**src/rtl/hs_skid_slice.sv**
```systemverilog
// Two-entry registered valid/ready slice: every output is a flop or a decode of
// the state register, so neither side sees a combinational path from the other.
module hs_skid_slice #(
    parameter int DW    = 3,
    parameter int CNT_W = 8
) (
    input  logic             sys_clk,
    input  logic             sys_rst_n,
    input  logic             s_valid,
    output logic             s_ready,
    input  logic [DW-1:0]    s_data,
    output logic             m_valid,
    input  logic             m_ready,
    output logic [DW-1:0]    m_data,
    output logic [1:0]       occupancy,
    output logic [CNT_W-1:0] xfer_cnt,
    output logic [CNT_W-1:0] stall_cnt
);

    typedef enum logic [1:0] {
        EMPTY = 2'd0,
        BUSY  = 2'd1,
        FULL  = 2'd2
    } state_t;

    localparam logic [CNT_W-1:0] CNT_MAX = '1;

    state_t          state, state_nxt;
    logic [DW-1:0]   main_q, main_nxt;
    logic [DW-1:0]   skid_q, skid_nxt;
    logic            s_fire, m_fire;

    assign m_valid = (state != EMPTY);
    assign s_ready = (state != FULL);
    assign m_data  = main_q;
    assign s_fire  = s_valid & s_ready;
    assign m_fire  = m_valid & m_ready;

    always_comb begin
        occupancy = 2'd0;
        case (state)
            BUSY:    occupancy = 2'd1;
            FULL:    occupancy = 2'd2;
            default: occupancy = 2'd0;
        endcase
    end

    always_comb begin
        state_nxt = state;
        main_nxt  = main_q;
        skid_nxt  = skid_q;
        case (state)
            EMPTY: begin
                if (s_fire) begin
                    main_nxt  = s_data;
                    state_nxt = BUSY;
                end
            end
            BUSY: begin
                case ({s_fire, m_fire})
                    2'b10: begin
                        skid_nxt  = s_data;
                        state_nxt = FULL;
                    end
                    2'b01:   state_nxt = EMPTY;
                    2'b11:   main_nxt  = s_data;
                    default: ;
                endcase
            end
            FULL: begin
                // s_ready is low here, so the skid entry is the only candidate
                if (m_fire) begin
                    main_nxt  = skid_q;
                    state_nxt = BUSY;
                end
            end
            default: state_nxt = EMPTY;
        endcase
    end

    always_ff @(posedge sys_clk or negedge sys_rst_n) begin
        if (!sys_rst_n) begin
            state  <= EMPTY;
            main_q <= '0;
            skid_q <= '0;
        end else begin
            state  <= state_nxt;
            main_q <= main_nxt;
            skid_q <= skid_nxt;
        end
    end

    always_ff @(posedge sys_clk or negedge sys_rst_n) begin
        if (!sys_rst_n) begin
            xfer_cnt  <= '0;
            stall_cnt <= '0;
        end else begin
            if (m_fire)
                xfer_cnt <= xfer_cnt + CNT_W'(1);
            // stall counter sticks at all-ones rather than wrapping
            if (m_valid && !m_ready && stall_cnt != CNT_MAX)
                stall_cnt <= stall_cnt + CNT_W'(1);
        end
    end

endmodule

```
**config.mk**
```make
export PLATFORM = sky130hd
export DESIGN_NAME = hs_skid_slice
export DESIGN_NICKNAME = d
export VERILOG_FILES = /design/src/rtl/hs_skid_slice.sv
export SDC_FILE = /design/constraint.sdc
export NUM_CORES = 1
export LEC_CHECK = 0
export BUFFER_PORTS_ARGS = -buffer_cell sky130_fd_sc_hd__buf_2
export CAP_MARGIN = 20
export CORE_MARGIN = 2
export CORE_UTILIZATION = 40
export CTS_CLUSTER_DIAMETER = 100
export DETAILED_ROUTE_END_ITERATION = 6
export PLACE_DENSITY = 0.75
export SYNTH_ARGS = -nofsm -noshare
export SYNTH_HDL_FRONTEND = slang
export SYNTH_SLANG_ARGS = --single-unit
```
**constraint.sdc**
```tcl
create_clock -name sys_clk -period 1.44 [get_ports sys_clk]
set_input_delay 0 -clock sys_clk [delete_from_list [all_inputs] [get_ports sys_clk]]
set_output_delay 0 -clock sys_clk [all_outputs]
set_load 0.03 [all_outputs]
```
* Word level (Yosys, flattened, before mapping) *
Index checks and enable logic that the tools add are counted.

cells by class
  equal/unequal tests = 11
  muxes and demuxes = 9
  bitwise gates (word level) = 2
  reduce and logical (&&, ||, !) cells = 9
  $add $sub $neg = 2

operators by type and width
  operator               number
  $add A8 B1 Y8 const B  2
  $mux W3                3
  $pmux W3 S3            1
  $ne A8 B8 Y1 const B   1
  $pmux W2 S2            2
  $eq A2 B2 Y1 const B   3
  $ne A2 B2 Y1 const B   3
  $pmux W2 S3            1
  $eq A2 B1 Y1 const B   2
  $mux W2                2
  $reduce_and A4 Y1      1
  $ne A3 B2 Y1 const B   1
  $reduce_and A3 Y1      1
  $reduce_bool A3 Y1     1
  $and A1 B1 Y1          2
  $logic_and A1 B1 Y1    2
  $logic_not A2 Y1       1
  $ne A2 B1 Y1 const B   1
  $reduce_and A2 Y1      1
  $reduce_bool A2 Y1     1
  $logic_not A1 Y1       1

word-level totals
  logic and storage cells = 38
  bits in registers = 24
  output and inout port bits = 23
  input bits = 7

* Depth between registers and ports, before layout *
  word-level depth = 5
  mapped depth = 4
  depth with buffers taken out = 4

* Worst setup path before layout *
OpenSTA, ideal clock, no wires.

  path type = flip-flop to flip-flop
  start = register state[0]
  end = register main_q[0], in the netlist m_data[0]
  cell stages (with the launch flop) = 5
  arrival time = 1.640 ns
  setup time = 0.125 ns
  setup slack = -0.325 ns
  path buffers = 0
  period minus slack after synthesis = 1.765 ns
  cells stage by stage = dfrtp_1 > or2b_2 > inv_1 > mux2_2 > mux2_2

on the way
  longest elaborated chain between the ends = 5
  elaborated cells between the ends (all ways) = 14

ends and longest elaborated chain
  element                               RTL line  text
  start: declaration                    28        state_t state, state_nxt;
  start signal: assignment              87        state <= state_nxt;
  $ne A2 B2 Y1 *                        34        assign s_ready = (state != FULL);
  via s_ready                           10        output logic s_ready,
  $and A1 B1 Y1 *                       36        assign s_fire = s_valid & s_ready;
  $eq A2 B2 Y1                          60        case ({s_fire, m_fire})
  $ne A2 B1 Y1 (no source line)         --
  $reduce_and A4 Y1 (no source line) *  --
  end signal: assignment                88        main_q <= main_nxt;
  end: declaration                      29        logic [DW-1:0] main_q, main_nxt;

Mark *: on every way through the listed nets, which the timed path passes. The rest lies on a longest branch.
A chain may end at the register's enable or synchronous reset.

* Worst setup path after layout *
  start = register state[1]
  end = register main_q[0], in the netlist m_data[0]

on the way
  longest elaborated chain between the ends = 5
  elaborated cells between the ends (all ways) = 14

ends and longest elaborated chain
  element                                                    RTL line
  $ne A2 B2 Y1 / $reduce_bool A2 Y1 (equally long branches)  34, 33
  $and A1 B1 Y1 (on tied branches)                           36, 37
  $eq A2 B2 Y1                                               60
  $ne A2 B1 Y1 (no source line)                              --
  $reduce_and A4 Y1 (no source line)                         --

Several ways; a longest one is shown, not always the timed one.

==> out/results.tsv <==
metric	value	unit
Sink Count	24	
largest net degree at the start of global routing	25	
fmax	0.677	GHz
Syn Nets	114	
share of cells above drive strength 1	46.4	%
area of the die	3440	µm²
P_leak	0.742	nW
Design Power	2.95	mW
ANT cells	0	
synth warn	0	
Worst path slowest cell	dfrtp_1	
synth unique cells	36	
initial antenna violation count	0	
final WL	2.58	mm
PwrDens	1850	nW/µm²
# DRC	2	
Overall Global Routing Usage	15.1	%
clk slew on worst S/H paths	0.13	ns
worst skew pair latency	0.31	ns
syn avg cell area	11.4	µm²
die height	58.7	µm
Num CTS Buffers	3	
worst path cell trace	or2b_4 -> clkinvlp_4 -> mux2_4 -> mux2_2	
grt ovf	0	
CP endpoint kind	flop	
worst setup margin	-0.0376	ns
setup_tns	-0.0861	ns
failing checks	design-rule violations, negative setup slack	
First DRT Iteration DRCs	24	
slowest stage delay, CP	0.40	ns
minimum clock period	1.48	ns
Final #Nets	161	
antenna viol nets, final	0	
io pins	30	
Setup-failing EPs final	3	
Post-DP HPWL	1.78	mm
maxcap violations	0	
Tightest Pin Transition	0.542	ns
Slew Limit Headroom	63.9	%
endpoints failing hold	0	
cell count after synthesis	105	
core area	2810	µm²
placed cell area	1440	µm²
most common cell after layout, fill and taps aside	buf_2	
max-slew violation count	0	
first-pass GRT wire length	3.99	mm
Core Rows	19	
Seq cells post-synth	24	
Max clock buf depth	2	
Area growth syn-to-layout	33.3	%
most frequent cells in the layout	buf_2, dfrtp_1, buf_4	
CP Class	flop to flop	
via count	996	
outcome	finished, violations left	
htree depth	1	
RSZ-0062 raised after global routing	true	
Seq/Total Area, Yosys	50.3	%
Root Driver	clkbuf_4	
crit share post-route	103	%
startpoint types	flop	
Worst VDD drop	0.00105	V
Clock Skews	0.00596	ns
fin util	56.8	%
design area	1590	µm²
CTS tree	done	
width of the die	58.7	µm
Initial Util	42.6	%
number of global-route vias before repair	942	
HP Class	input pin to flop	
GPL Wtd Cong	0.822	
number of buffers added on ports	29	
first-pass iteration count of the detailed router	6	
crit-path max FO	4	
Via-to-Cell Ratio	5.47	
CP arrival	1.68	ns
Routed WL per cell	14.2	µm
WP data required	1.65	ns
Post-Syn Area	1190	µm²
## critical path: cells and delay by family, from the launching register on
kind	cells	cell delay, ns
buf+inv	1	0.12
flops	1	0.40
mux	2	0.57
simple gates	1	0.29
## cell type report
class | instances | area [µm²]
Fill cell | 244 | 1210
Inverter | 1 | 7.51
Multi-Input combinational cell | 77 | 624
Sequential cell | 24 | 603
Timing Repair Buffer | 45 | 283
Tap cell | 31 | 38.8
Clock buffer | 4 | 36.3
## per-layer routing
layer  part of all wire (%)  GRT usage [%]  vias up  wire length, µm
li1                       -              -      476                -
met3                    3.8           2.64        2               97
met4                   0.62           5.84        0               16
met2                     50           26.6       24             1280
met5                      0              0        -                0
met1                     46           18.2      494             1180
## flip-flops by register name, summed over array words and instances, names as in the netlist
name,flops
xfer_cnt,8
skid_q,3
state,2
stall_cnt,8
m_data,3
## stage by stage
step	cells	hold WS (ns)	setup WS [ns]
after floorplan	105	-0.296	-0.116
after detailed placement	170	0.0193	-0.00325
after global placement	170	0.00655	0.0346
after CTS	181	0.0252	-0.00682
after global routing	182	0.0649	-0.0636
final	182	0.0566	-0.0376
## logic make-up (layout without fill, tap and decap cells)
logic type | Yosys count | count (layout) | share of synthesized area (%)
AO/OA/AOI/OAI | 19 | 19 | 11.9
XOR/XNOR | 8 | 8 | 5.86
adder cells (fa/ha/maj) | 2 | 2 | 2.09
buffers and inverters | 4 | 50 | 1.99
flip-flops | 24 | 24 | 50.3
multiplexers | 14 | 14 | 13.1
AND/OR/NAND/NOR | 34 | 34 | 14.8
## synth_stat cells
library cell / instances / area (µm²)
nor2_1: 5 / 18.8
o21ba_2: 1 / 10.0
a311oi_1: 1 / 8.76
nand3_1: 5 / 25.0
and3_1: 1 / 6.26
o2111ai_1: 1 / 8.76
nand2_1: 8 / 30.0
a41oi_1: 1 / 8.76
xnor2_1: 3 / 26.3
mux2_2: 13 / 146
nor4_1: 1 / 6.26
a21boi_0: 2 / 15.0
or2_2: 1 / 6.26
buf_4: 2 / 15.0
o21ai_2: 1 / 8.76
o22ai_1: 1 / 6.26
dfrtp_1: 24 / 601
o21ai_1: 2 / 10.0
inv_1: 1 / 3.75
ha_1: 2 / 25.0
mux2i_1: 1 / 10.0
nand4_1: 1 / 6.26
o21bai_1: 1 / 7.51
and4_1: 1 / 8.76
nor3_1: 4 / 20.0
a21oi_1: 3 / 15.0
nor2b_1: 2 / 12.5
o2111a_1: 1 / 11.3
o21a_1: 1 / 7.51
a31oi_1: 2 / 12.5
nand3b_1: 2 / 15.0
or2b_2: 1 / 8.76
o211ai_2: 1 / 12.5
buf_2: 1 / 5.00
xor2_1: 5 / 43.8
nand2b_1: 2 / 12.5
## timing repair
| item | CTS | global route |
|---|---|---|
| setup buffers | 2 | 1 |
| gates resized for setup | 2 | 10 |
| endpoints found under the hold margin | 28 | 0 |
| hold buffers | 5 | 0 |
| setup endpoints to repair | 6 | 10 |
| pin swaps | 0 | 3 |
## report_power, final
part	switching (mW)	total, mW	internal [mW]
sequential	0.275	1.19	0.915
combinational	0.837	1.41	0.570
clock	0.199	0.353	0.154
## final timing paths
path | start | end | slack, ns | cells after the start
max | state[1] | m_data[0] | -0.04 | 4
min | s_valid | state[0] | 0.06 | 3
max reg2reg | state[1] | m_data[0] | -0.04 | 4
min reg2reg | xfer_cnt[7] | xfer_cnt[7] | 0.47 | 1
max in group asynchronous | sys_rst_n | stall_cnt[0] | 0.86 | 2
min in group asynchronous | sys_rst_n | stall_cnt[4] | 0.19 | 2
Power figures use the tool's default switching activity.
